[src/rtl/contador_barrido_digitos_if.sv]
// Bus between the digit-scan counter, the BCD source and the seven-segment decoder.
// Width of the digit index follows the number of scanned digits.
interface contador_barrido_digitos_if #(
  parameter int NUM_DIGITOS = 6
) ();
  localparam int IW = (NUM_DIGITOS > 2) ? $clog2(NUM_DIGITOS) : 1;

  logic                     habilitar;
  logic [4*NUM_DIGITOS-1:0] datos_bcd;
  logic                     negativo;
  logic [NUM_DIGITOS-1:0]   anodos;
  logic [3:0]               bcd_actual;
  logic                     es_signo;
  logic                     apagado;
  logic [IW-1:0]            contador_actualizar;

  modport master (
    output habilitar, datos_bcd, negativo,
    input  anodos, bcd_actual, es_signo, apagado, contador_actualizar
  );

  modport slave (
    input  habilitar, datos_bcd, negativo,
    output anodos, bcd_actual, es_signo, apagado, contador_actualizar
  );
endinterface

[src/rtl/contador_barrido_digitos.sv]
// Multiplexed display scanner: refresh prescaler, one-hot anodes, per-frame BCD
// snapshot with leading-zero blanking and minus-sign placement.
module contador_barrido_digitos #(
  parameter int NUM_DIGITOS       = 6,
  parameter int DIV_REFRESCO      = 100000,
  parameter int ANODO_ACTIVO_BAJO = 1,
  parameter int SUPRIMIR_CEROS    = 1
) (
  input  logic reloj,
  input  logic reset,
  contador_barrido_digitos_if.slave bus
);
  localparam int IW = (NUM_DIGITOS > 2) ? $clog2(NUM_DIGITOS) : 1;
  localparam int PW = $clog2(DIV_REFRESCO);
  localparam logic [IW-1:0] ULTIMO = IW'(NUM_DIGITOS - 1);
  localparam logic [PW-1:0] PRESC_MAX = PW'(DIV_REFRESCO - 1);
  localparam logic [NUM_DIGITOS-1:0] INACTIVO =
    (ANODO_ACTIVO_BAJO != 0) ? {NUM_DIGITOS{1'b1}} : {NUM_DIGITOS{1'b0}};

  logic [PW-1:0]            presc_q, presc_d;
  logic [IW-1:0]            idx_q, idx_d;
  logic [4*NUM_DIGITOS-1:0] snap_bcd_q, snap_bcd_d;
  logic                     snap_neg_q, snap_neg_d;
  logic                     primero_q, primero_d;
  logic [NUM_DIGITOS-1:0]   anodos_q, anodos_d;
  logic [3:0]               bcd_q, bcd_d;
  logic                     signo_q, signo_d;
  logic                     apagado_q, apagado_d;

  logic                     tick_s;
  logic [IW:0]              msd_s;
  logic [IW:0]              pos_s;
  logic [NUM_DIGITOS-1:0]   activo_s;
  logic [3:0]               nibble_s;

  assign tick_s = bus.habilitar && (presc_q == PRESC_MAX);
  assign pos_s  = {1'b0, idx_q};

  // Most significant nonzero digit of the snapshot, plus the active digit's nibble and anode.
  always_comb begin
    msd_s    = '0;
    nibble_s = 4'h0;
    activo_s = '0;
    for (int i = 0; i < NUM_DIGITOS; i++) begin
      msd_s       = (snap_bcd_q[4*i +: 4] != 4'h0) ? (IW+1)'(i) : msd_s;
      activo_s[i] = (idx_q == IW'(i));
      nibble_s    = (idx_q == IW'(i)) ? snap_bcd_q[4*i +: 4] : nibble_s;
    end
  end

  // Prescaler, digit index and frame snapshot; the snapshot only moves at frame boundaries.
  always_comb begin
    presc_d    = presc_q;
    idx_d      = idx_q;
    snap_bcd_d = snap_bcd_q;
    snap_neg_d = snap_neg_q;
    primero_d  = primero_q;
    if (tick_s) begin
      presc_d   = '0;
      idx_d     = (idx_q == ULTIMO) ? '0 : idx_q + IW'(1);
      primero_d = 1'b0;
      if (primero_q || (idx_q == ULTIMO)) begin
        snap_bcd_d = bus.datos_bcd;
        snap_neg_d = bus.negativo;
      end else begin
        snap_bcd_d = snap_bcd_q;
        snap_neg_d = snap_neg_q;
      end
    end else if (bus.habilitar) begin
      presc_d = presc_q + PW'(1);
    end else begin
      presc_d = presc_q;
    end
  end

  // Display decode for the digit selected during the previous cycle.
  always_comb begin
    anodos_d  = INACTIVO;
    bcd_d     = 4'h0;
    signo_d   = 1'b0;
    apagado_d = 1'b1;
    if (bus.habilitar) begin
      anodos_d = (ANODO_ACTIVO_BAJO != 0) ? ~activo_s : activo_s;
      if ((SUPRIMIR_CEROS == 0) || (pos_s <= msd_s)) begin
        bcd_d     = nibble_s;
        apagado_d = 1'b0;
      end else if ((pos_s == msd_s + (IW+1)'(1)) && snap_neg_q) begin
        signo_d   = 1'b1;
        apagado_d = 1'b0;
      end else begin
        apagado_d = 1'b1;
      end
    end else begin
      anodos_d = INACTIVO;
    end
  end

  // State and registered display outputs; reset has priority over any tick.
  always_ff @(posedge reloj) begin
    if (reset) begin
      presc_q    <= '0;
      idx_q      <= '0;
      snap_bcd_q <= '0;
      snap_neg_q <= 1'b0;
      primero_q  <= 1'b1;
      anodos_q   <= INACTIVO;
      bcd_q      <= 4'h0;
      signo_q    <= 1'b0;
      apagado_q  <= 1'b1;
    end else begin
      presc_q    <= presc_d;
      idx_q      <= idx_d;
      snap_bcd_q <= snap_bcd_d;
      snap_neg_q <= snap_neg_d;
      primero_q  <= primero_d;
      anodos_q   <= anodos_d;
      bcd_q      <= bcd_d;
      signo_q    <= signo_d;
      apagado_q  <= apagado_d;
    end
  end

  assign bus.anodos              = anodos_q;
  assign bus.bcd_actual          = bcd_q;
  assign bus.es_signo            = signo_q;
  assign bus.apagado             = apagado_q;
  assign bus.contador_actualizar = idx_q;
endmodule

[src/flat_wrapper.sv]
// flat-port wrapper written by rule: the top's interface ports become plain ports
module contador_barrido_digitos_flat 
#(
  parameter int NUM_DIGITOS       = 6,
  parameter int DIV_REFRESCO      = 100000,
  parameter int ANODO_ACTIVO_BAJO = 1,
  parameter int SUPRIMIR_CEROS    = 1
)
  (reloj, reset, bus_habilitar, bus_datos_bcd, bus_negativo, bus_anodos, bus_bcd_actual, bus_es_signo, bus_apagado, bus_contador_actualizar);
  contador_barrido_digitos_if #(.NUM_DIGITOS(NUM_DIGITOS)) bus_i ();
  input  logic reloj;
  input  logic reset;
  input wire logic [$bits(bus_i.habilitar)-1:0] bus_habilitar;
  input wire logic [$bits(bus_i.datos_bcd)-1:0] bus_datos_bcd;
  input wire logic [$bits(bus_i.negativo)-1:0] bus_negativo;
  output wire logic [$bits(bus_i.anodos)-1:0] bus_anodos;
  output wire logic [$bits(bus_i.bcd_actual)-1:0] bus_bcd_actual;
  output wire logic [$bits(bus_i.es_signo)-1:0] bus_es_signo;
  output wire logic [$bits(bus_i.apagado)-1:0] bus_apagado;
  output wire logic [$bits(bus_i.contador_actualizar)-1:0] bus_contador_actualizar;
  assign bus_i.habilitar = bus_habilitar;
  assign bus_i.datos_bcd = bus_datos_bcd;
  assign bus_i.negativo = bus_negativo;
  assign bus_anodos = bus_i.anodos;
  assign bus_bcd_actual = bus_i.bcd_actual;
  assign bus_es_signo = bus_i.es_signo;
  assign bus_apagado = bus_i.apagado;
  assign bus_contador_actualizar = bus_i.contador_actualizar;
  contador_barrido_digitos #(.NUM_DIGITOS(NUM_DIGITOS), .DIV_REFRESCO(DIV_REFRESCO), .ANODO_ACTIVO_BAJO(ANODO_ACTIVO_BAJO), .SUPRIMIR_CEROS(SUPRIMIR_CEROS)) u_core (.reloj(reloj), .reset(reset), .bus(bus_i));
endmodule
[config.mk]
export PLATFORM = sky130hd
export DESIGN_NAME = contador_barrido_digitos_flat
export DESIGN_NICKNAME = d
export VERILOG_FILES = /design/src/rtl/contador_barrido_digitos_if.sv /design/src/rtl/contador_barrido_digitos.sv /design/src/flat_wrapper.sv
export SDC_FILE = /design/constraint.sdc
export NUM_CORES = 1
export LEC_CHECK = 0
export ABC_CLOCK_PERIOD_IN_PS = 4200
export BUFFER_PORTS_ARGS = -buffer_cell sky130_fd_sc_hd__buf_2
export CAP_MARGIN = 0
export CORE_MARGIN = 4
export CORE_UTILIZATION = 50
export CTS_CLUSTER_DIAMETER = 150
export CTS_CLUSTER_SIZE = 14
export DETAILED_ROUTE_END_ITERATION = 10
export PLACE_DENSITY = 0.7
export SYNTH_ARGS = -nofsm -noshare
export SYNTH_HDL_FRONTEND = slang
export SYNTH_SLANG_ARGS = --single-unit
[constraint.sdc]
create_clock -name reloj -period 4.2 [get_ports reloj]
set_input_delay 0.42 -clock reloj [delete_from_list [all_inputs] [get_ports reloj]]
set_output_delay 0.42 -clock reloj [all_outputs]
set_load 0.02 [all_outputs]
==> results of run 1 <==
-- metal layers --
layer / GRT usage (%) / share of wire, % / up-vias
met2: 32.8 / 44 / 75
met5: 0 / 0 / -
met1: 27.9 / 46 / 1137
met3: 4.34 / 7.6 / 12
li1: - / - / 1241
met4: 10.3 / 1.9 / 0
-- worst max path at each step --
stage / end / slack, ns / depth (start not counted)
finish: u_core.bus.es_signo / 1.74 / 8
global route: u_core.bus.es_signo / 1.45 / 8
CTS: u_core.bus.es_signo / 1.76 / 8
detailed placement: u_core.bus.es_signo / 1.81 / 8
global placement: u_core.bus.es_signo / 1.86 / 8
floorplan: u_core.bus.es_signo / 2.03 / 8
-- stage by stage --
step	power [mW]	util, %
global route	1.06	60.2
CTS	1.04	60.2
finish	1.03	60.2
detailed placement	0.601	56.9
global placement	0.600	56.9
floorplan	0.585	-
-- cells in the final DEF, fill, tap and decap left out, drive strengths merged, types with 2 or more instances in the layout --
cell,n
a21oi,29
nand2b,5
and2,3
o21ai,29
xor2,4
a221oi,8
buf,45
nand2,11
or4,5
and3,3
a21o,3
nor4bb,2
ha,6
nor3,12
nand4,33
dfxtp,58
nor4,4
nor2,26
mux2,4
nor4b,2
xnor2,14
clkinv,3
clkbuf,12
inv,11
nand3,9
nor2b,3
-- state kept, by name, indices dropped and copies added (netlist names) --
name / count
u_core.bus.anodos: 6
u_core.bus.apagado: 1
u_core.snap_bcd_q: 24
u_core.snap_neg_q: 1
u_core.bus.contador_actualizar: 3
u_core.bus.bcd_actual: 4
u_core.presc_q: 17
u_core.bus.es_signo: 1
u_core.primero_q: 1
-- kinds of logic after synthesis --
logic type / share of synthesized area [%]
AOI/OAI and AO/OA: 15.9
xor gates and xnor gates: 5.74
adders and majority gates: 2.73
buffers and inverters: 5.42
DFF: 42.2
muxes: 2.00
and+or+nand+nor: 26.0
-- where the power goes --
group / total (mW) / internal, mW / leakage [nW] / switching [mW]
registers: 0.557 / 0.553 / 0.468 / 0.00327
logic: 0.0326 / 0.0142 / 0.570 / 0.0184
clock network: 0.440 / 0.240 / 0.0920 / 0.200
-- tightest hold or removal path: stages --
cell and delay (ns):
buf_2 0.10, nand4_1 0.05, a21oi_1 0.06
-- final cells by class --
cell class | instances | area, um^2
sequential | 58 | 1160
multi-input combinational | 227 | 1440
tap | 70 | 87.6
clock inverter | 3 | 15.0
clock buffer | 12 | 155
fill | 499 | 2070
inverter | 11 | 41.3
timing repair buffer | 45 | 233
==> impl_metrics.csv, run 1 <==
group,metric,value,unit
outcome,status,"finished clean",
run,drv_cap,0,
synth,ys_top_cells_by_area,"dfxtp_1, nand4_1, a21oi_1",
drt,drt_wl_total,6430,um
drt,drcViolationCount,0,
min_path,hp-class,"in -> reg",
sta,rsz0062_at_grt,"no",
placed_design,dp_hpwl,4340,um
sta,worst_slew_pin_slew,1.02,ns
setup_path,r2r_end,"u_core.bus.es_signo",
cts,cts_tree,"built",
drt,drtPass1Iterations,4,
grt,grt_pass1_wl,10900,um
sta,period_share,58.5,%
cells_and_area,fin_nets,386,
sta,finalMaxSlewViolations,0,
synth,syn-num-nets,355,
cts,post_cts_resized,0,
cts,clk_pin_slew,0.06,ns
synth,synth_area_leader_cell,"dfxtp_1",
synth,synth_top_area_share,42.2,%
cts,cts.sinks,58,
cts,postCtsSetupRepairBufs,0,
synth,synth-async-reset-ratio,0,%
setup_path,crit_start,"u_core.snap_bcd_q[20]",
setup_path,max_stage_delay,0.57,ns
floorplanning,rows,26,
grt,gr-total-overflow,0,
setup_path,reg2reg_from,"u_core.snap_bcd_q[20]",
synth,ys_types,46,
pwr,ir_worst_vdd,157,uV
synth,syn_area_per_cell,8.56,um^2
setup_path,crit_chain,"or4_1, nor2_1, o21ai_1, ha_1, nor2b_1, o21ai_0, a32oi_1, and3_1",
min_path,whs_path_depth,3,
cts,cts_made_buffers,9,
setup_path,path_delay_family,"simple AND/OR/NAND/NOR gates",
cells_and_area,area_growth_syn_to_layout,13.9,%
synth,synth_edf_count,0,
placed_design,port_buffers,42,
setup_path,crit_path_end_kind,"register",
cts,clock_path_buffers,2,
cts,cts_hold_buf,0,
cts,clkLatencyLatePin,0.33,ns
cells_and_area,diodes,0,
placed_design,place.gp.congestion,0.897,
sta,hold_slack,0.343,ns
setup_path,required,4.48,ns
drt,vias,2465,
sta,setup_viol,0,
floorplanning,dieWidth,82.1,um
synth,synth_ff_type,"dfxtp_1",
min_path,hold_path.startpoint,"bus_datos_bcd[21]",
pwr,leakagePower,1.13,nW
floorplanning,io_pins,43,
synth,synth.most_common_cell,"dfxtp_1",
cts,htree_levels,3,
drt,postRouteAntennaNets,0,
sta,setup-tns-final,0,ns
synth,syn_area,0.00275,mm^2
sta,timing.final.crit_period,2.46,ns
sta,timing.fmax,0.407,GHz
setup_path,crit_arrival,2.73,ns
drt,wl_per_cell,15.1,um
drt,vias_per_cell,5.79,
cells_and_area,final_design_area_no_fill,0.00313,mm^2
pwr,cellPowerDensity,329,mW/mm^2
floorplanning,dieArea,0.00675,mm^2
grt,track_usage,21.1,%
synth,synth_seq_cells,58,
setup_path,critPathMaxFanout,6,
placed_design,placed_area,0.00296,mm^2
cells_and_area,final_cell_count_no_fill,426,
synth,yosysWarnings,0,
setup_path,worst_setup_path_start_kind,"register",
sta,hold_viol,0,
placed_design,dp_slack,1.81,ns
setup_path,path_buf_inv,0,
setup_path,crit_slowest_cell,"or4_1",
placed_design,dp_cells,411,
cells_and_area,drive_gt1_share,19.7,%
cts,clk_root_buffer_cell,"clkbuf_8",
synth,syn_inst,321,
setup_path,reg2reg_setup_slack,1.74,ns
setup_path,worstSetupPathType,"reg -> reg",
floorplanning,initial_core_util,52.8,%
drt,drt-initial-drc-count,190,
floorplanning,core,0.00520,mm^2
sta,slew_headroom,31.8,%
synth,synthTopCellsByCount,"dfxtp_1, nand4_1, a21oi_1",
grt,grt_pass1_vias,2292,
sta,layout_setup_ws,1.74,ns
grt,antenna_found_initial,0,
min_path,hold_end,"u_core.snap_bcd_q[21]",
grt,grt_max_degree,34,
sta,clock_skew,0.00421,ns
synth,yosysSeqAreaShare,42.2,%
setup_path,r2r_cells,8,
floorplanning,die_h,82.1,um
No activity file was read; power rests on OpenSTA's default activity.
==> run 2, diff against run 1 <==
--- a/config.mk
+++ b/config.mk
@@ -5,7 +5,7 @@
 export SDC_FILE = /design/constraint.sdc
 export NUM_CORES = 1
 export LEC_CHECK = 0
-export ABC_CLOCK_PERIOD_IN_PS = 4200
+export ABC_CLOCK_PERIOD_IN_PS = 2100
 export BUFFER_PORTS_ARGS = -buffer_cell sky130_fd_sc_hd__buf_2
 export CAP_MARGIN = 0
 export CORE_MARGIN = 4
@@ -13,7 +13,7 @@
 export CTS_CLUSTER_DIAMETER = 150
 export CTS_CLUSTER_SIZE = 14
 export DETAILED_ROUTE_END_ITERATION = 10
-export PLACE_DENSITY = 0.7
+export PLACE_DENSITY = 0.73
 export SYNTH_ARGS = -nofsm -noshare
 export SYNTH_HDL_FRONTEND = slang
 export SYNTH_SLANG_ARGS = --single-unit
==> constraint.sdc (replaced) <==
create_clock -name reloj -period 2.1 [get_ports reloj]
set_input_delay 0.21 -clock reloj [delete_from_list [all_inputs] [get_ports reloj]]
set_output_delay 0.21 -clock reloj [all_outputs]
set_load 0.02 [all_outputs]
==> impl_metrics.csv, run 2 (same netlist as run 1, synthesis figures left out) <==
group,metric,value,unit
outcome,status,"finished, violations left",
outcome,violations,"setup timing",
cts,cts_made_buffers,9,
cells_and_area,layout_commonest_cell,"dfxtp_1",
grt,grt_pass1_wl,10900,um
drt,drt-initial-drc-count,174,
drt,drtPass1Iterations,5,
pwr,seqPwrFrac,51.3,%
drt,drt_wl_total,6610,um
floorplanning,io_pins,43,
pwr,ir_worst_vdd,381,uV
pwr,p_comb_share,3.4,%
sta,hold_slack,0.120,ns
setup_path,r2r_end,"u_core.bus.es_signo",
cells_and_area,fin_util,64.7,%
sta,slew_headroom,66.5,%
cells_and_area,regArea,0.00116,mm^2
floorplanning,dieWidth,82.1,um
pwr,internal-power,1.71,mW
cts,cts_tree,"built",
placed_design,dp_hpwl,4650,um
setup_path,required,2.33,ns
grt,track_usage,21.3,%
placed_design,dp_cells,430,
floorplanning,core,0.00520,mm^2
cts,clock_path_buffers,2,
cells_and_area,nFillCells,448,
placed_design,dp_slack,-0.0476,ns
floorplanning,rows,26,
placed_design,place.gp.congestion,0.901,
floorplanning,initial_core_util,52.8,%
cells_and_area,regMostFlops,"u_core.snap_bcd_q",
placed_design,port_buffers,42,
cells_and_area,largest_register_ffs,24,
setup_path,critPathMaxFanout,6,
cts,clk_pin_slew,0.06,ns
pwr,switchingPower,0.457,mW
drt,wl_per_cell,14.9,um
sta,finalMaxSlewViolations,0,
pwr,switching_share,21.1,%
min_path,hold_end,"u_core.snap_bcd_q[23]",
setup_path,r2r_cells,8,
drt,postRouteAntennaNets,0,
cells_and_area,final_cell_mix,"dfxtp_1, buf_2, nand4_1",
cells_and_area,area_growth_syn_to_layout,22.5,%
grt,gr-total-overflow,0,
cells_and_area,drive_gt1_share,26.7,%
drt,vias_per_cell,5.63,
drt,drcViolationCount,0,
sta,period_share,101,%
sta,timing.final.crit_period,2.12,ns
pwr,cellPowerDensity,644,mW/mm^2
cells_and_area,diodes,0,
min_path,hold_path.startpoint,"bus_datos_bcd[23]",
sta,timing.fmax,0.472,GHz
cts,htree_levels,3,
floorplanning,dieArea,0.00675,mm^2
cts,cts_hold_buf,0,
min_path,whs_path_depth,3,
setup_path,reg2reg_from,"u_core.snap_bcd_q[23]",
grt,grt_max_degree,27,
cts,clkLatencyLatePin,0.34,ns
pwr,leakagePower,1.25,nW
cells_and_area,multi_input_area,0.00150,mm^2
pwr,power.share.clock,45.4,%
cells_and_area,fin_nets,405,
setup_path,worst_setup_path_start_kind,"register",
sta,worst_slew_pin_slew,0.501,ns
cells_and_area,final_cell_count_no_fill,445,
pwr,total_power,2.17,mW
setup_path,crit_path_end_kind,"register",
sta,rsz0062_at_grt,"yes",
min_path,hp-class,"in -> reg",
sta,clock_skew,0.00820,ns
setup_path,crit_arrival,2.35,ns
cts,clk_root_buffer_cell,"clkbuf_8",
sta,setup_viol,2,
drt,vias,2507,
sta,hold_viol,0,
grt,grt_pass1_vias,2323,
grt,antenna_found_initial,0,
sta,layout_setup_ws,-0.0202,ns
floorplanning,die_h,82.1,um
cts,cts.sinks,58,
run,drv_cap,0,
setup_path,worstSetupPathType,"reg -> reg",
setup_path,reg2reg_setup_slack,-0.02,ns
==> run 2: power groups by stage <==
stage | registers, mW | clock network, mW | logic (mW)
detailed placement | 1.14 | 0 | 0.0731
global route | 1.11 | 1.05 | 0.0810
CTS | 1.11 | 0.993 | 0.0737
global placement | 1.14 | 0 | 0.0717
floorplan | 1.14 | 0 | 0.0309
finish | 1.11 | 0.983 | 0.0733
==> run 2: per-stage QoR <==
step,setup TNS (ns),area (um^2)
floorplan,0,2760
detailed placement,-0.103,3130
finish,-0.0298,3370
CTS,0,3340
global route,-0.475,3370
global placement,-0.00435,3130
==> run 2: layout make-up <==
cell class                 instances  share of cell area [%]
multi-input combinational        227                    44.6
sequential                        58                    34.5
timing repair buffer              64                    11.5
tap                               70                    2.60
clock buffer                      12                    4.31
clock inverter                     3                    1.19
inverter                          11                    1.23
==> run 2: routing by layer <==
layer / GRT usage [%] / wire length, um / vias up
met2: 31.8 / 2920 / 92
met4: 7.81 / 109 / 0
met5: 0 / 0 / -
li1: - / - / 1270
met3: 7.70 / 536 / 11
met1: 28.1 / 3040 / 1134
==> run 2: critical path, cell delays in order (launching register included) <==
cell and delay, ns:
dfxtp_2 0.33, or4_4 0.56, nor2_4 0.14, o21ai_2 0.08, ha_1 0.31, nor2b_4 0.13
o21ai_2 0.17, a32oi_4 0.09, and3_1 0.21
==> run 2: what timing repair did <==
| item | in CTS | in global routing |
|---|---|---|
| setup buffers | 0 | 0 |
| pin swaps | 2 | 8 |
| gates resized for setup | 6 | 6 |
| endpoints found under the setup margin | 6 | 7 |
==> run 2: worst max path at each step <==
| stage | start | slack [ns] | to |
|---|---|---|---|
| 6_report | u_core.snap_bcd_q[23] | -0.02 | u_core.bus.es_signo |
| 5_1_grt | u_core.snap_bcd_q[12] | -0.12 | u_core.bus.es_signo |
| 4_1_cts | u_core.snap_bcd_q[16] | 0.008 | u_core.bus.es_signo |
| 3_5_place_dp | u_core.snap_bcd_q[12] | -0.05 | u_core.bus.es_signo |
| 3_3_place_gp | u_core.snap_bcd_q[16] | -0.004 | u_core.bus.es_signo |
| 2_1_floorplan | u_core.snap_bcd_q[16] | 0.01 | u_core.bus.es_signo |
==> run 3, diff against run 2 <==
--- a/config.mk
+++ b/config.mk
@@ -9,11 +9,11 @@
 export BUFFER_PORTS_ARGS = -buffer_cell sky130_fd_sc_hd__buf_2
 export CAP_MARGIN = 0
 export CORE_MARGIN = 4
-export CORE_UTILIZATION = 50
+export CORE_UTILIZATION = 41
 export CTS_CLUSTER_DIAMETER = 150
 export CTS_CLUSTER_SIZE = 14
 export DETAILED_ROUTE_END_ITERATION = 10
-export PLACE_DENSITY = 0.73
+export PLACE_DENSITY = 0.61
 export SYNTH_ARGS = -nofsm -noshare
 export SYNTH_HDL_FRONTEND = slang
 export SYNTH_SLANG_ARGS = --single-unit
==> impl_metrics.csv, run 3 (same netlist as run 1, synthesis figures left out) <==
group,metric,value,unit
setup_path,crit_chain,"or4_4, nor2_4, o21ai_4, ha_4, nor2b_1, o21ai_1, a32oi_2, buf_4, nor3_1",
drt,drt-initial-drc-count,122,
sta,layout_setup_ws,-0.0980,ns
cts,clk_pin_slew,0.07,ns
setup_path,worst_setup_path_start_kind,"register",
min_path,hp-class,"in -> reg",
drt,vias_per_cell,5.42,
sta,slew_headroom,61.6,%
cts,cts_made_buffers,9,
cts,cts.sinks,58,
pwr,internal-power,1.68,mW
pwr,leakagePower,1.31,nW
sta,timing.final.crit_period,2.20,ns
setup_path,crit_arrival,2.41,ns
cells_and_area,final_cell_count_no_fill,465,
grt,track_usage,17.1,%
outcome,status,"finished, violations left",
pwr,power.share.clock,45.3,%
cells_and_area,fin_util,54.5,%
cells_and_area,layout_commonest_cell,"dfxtp_1",
drt,drt_wl_total,6940,um
setup_path,path_buf_inv,1,
sta,setup_viol,6,
drt,drtPass1Iterations,4,
drt,wl_per_cell,14.9,um
setup_path,required,2.32,ns
setup_path,max_stage_delay,0.56,ns
sta,finalMaxSlewViolations,0,
floorplanning,dieWidth,89.9,um
cells_and_area,final_cell_mix,"dfxtp_1, buf_2, buf_4",
sta,timing.fmax,0.455,GHz
drt,postRouteAntennaNets,0,
grt,grt_pass1_wl,11200,um
pwr,ir_worst_vdd,281,uV
setup_path,crit_path_end_kind,"register",
drt,vias,2521,
floorplanning,dieArea,0.00808,mm^2
setup_path,critPathMaxFanout,4,
setup_path,worstSetupPathType,"reg -> reg",
sta,hold_viol,0,
setup_path,path_delay_family,"simple AND/OR/NAND/NOR gates",
cells_and_area,regMostFlops,"u_core.snap_bcd_q",
placed_design,port_buffers,42,
cts,clock_path_buffers,2,
sta,period_share,105,%
pwr,cellPowerDensity,619,mW/mm^2
cts,clkLatencyLatePin,0.34,ns
cells_and_area,area_growth_syn_to_layout,27.2,%
sta,clock_skew,0.00778,ns
cells_and_area,fin_nets,417,
cells_and_area,final_design_area_no_fill,0.00350,mm^2
pwr,total_power,2.17,mW
placed_design,dp_hpwl,4980,um
pwr,switching_share,22.7,%
placed_design,dp_cells,445,
pwr,seqPwrFrac,51.3,%
floorplanning,die_h,89.9,um
run,drv_cap,0,
cts,clk_root_buffer_cell,"clkbuf_8",
cts,cts_tree,"built",
grt,grt_max_degree,27,
setup_path,crit_slowest_cell,"or4_4",
floorplanning,core,0.00642,mm^2
sta,worst_slew_pin_slew,0.576,ns
floorplanning,initial_core_util,42.8,%
floorplanning,rows,29,
cells_and_area,largest_register_ffs,24,
pwr,switchingPower,0.491,mW
placed_design,place.gp.congestion,0.829,
grt,grt_pass1_vias,2321,
sta,rsz0062_at_grt,"yes",
cts,htree_levels,3,
pwr,p_comb_share,3.4,%
floorplanning,io_pins,43,
drt,drcViolationCount,0,
grt,gr-total-overflow,0,
grt,antenna_found_initial,0,
sta,setup-tns-final,-0.474,ns
placed_design,placed_area,0.00318,mm^2
cells_and_area,diodes,0,
cells_and_area,drive_gt1_share,30.9,%
outcome,violations,"setup timing",
setup_path,reg2reg_setup_slack,-0.1,ns
==> run 3: worst register-to-register path, cell delays in order, from the launching register on <==
cell and delay (ns):
dfxtp_2 0.33, or4_4 0.56, nor2_4 0.16, o21ai_4 0.08, ha_4 0.26, nor2b_1 0.14, o21ai_1 0.09, a32oi_2 0.24
buf_4 0.17, nor3_1 0.04
==> run 3: timing repair <==
item	CTS	global route
setup endpoints to repair	6	6
hold buffers	0	0
gates resized for setup	5	13
endpoints found under the hold margin	0	0
buffers inserted	0	4
pin swaps	3	9
==> run 3: area by class of cell <==
cell class / instances / area (um^2)
clock buffers: 9 / 124
well taps: 77 / 96.3
fillers: 617 / 2930
flip-flops and latches: 58 / 1160
inverters: 11 / 41.3
repair buffers: 76 / 465
multi-input cells: 227 / 1550
clock inverters: 7 / 60.1
==> run 3: metrics by stage <==
step	setup WS [ns]	hold slack, ns
floorplan	0.0129	0.333
global placement	-0.0175	0.455
detailed placement	-0.0642	0.468
CTS	-0.00923	0.117
global route	-0.147	0.119
finish	-0.0980	0.117
==> run 3: final timing paths <==
kind	cells past startpoint	end	start
setup / recovery	9	u_core.bus.bcd_actual[1]	u_core.snap_bcd_q[23]
hold / removal	3	u_core.snap_bcd_q[23]	bus_datos_bcd[23]
setup reg to reg	9	u_core.bus.bcd_actual[1]	u_core.snap_bcd_q[23]
hold reg to reg	2	u_core.snap_bcd_q[2]	u_core.snap_bcd_q[2]
==> run 3: power by group through the flow <==
stage | clock network [mW] | logic (mW) | registers, mW
after floorplan | 0 | 0.0309 | 1.14
after global placement | 0 | 0.0732 | 1.14
after detailed placement | 0 | 0.0735 | 1.14
after CTS | 0.994 | 0.0742 | 1.11
after global routing | 1.06 | 0.0828 | 1.11
final | 0.981 | 0.0744 | 1.11
==> run 3: routing by layer <==
metal	global-route usage (%)	part of all wire [%]	up-vias
li1	-	-	1293
met1	22.0	44	1158
met2	27.3	48	61
met3	5.93	6.2	9
met4	4.46	1.3	0
met5	0	0	-
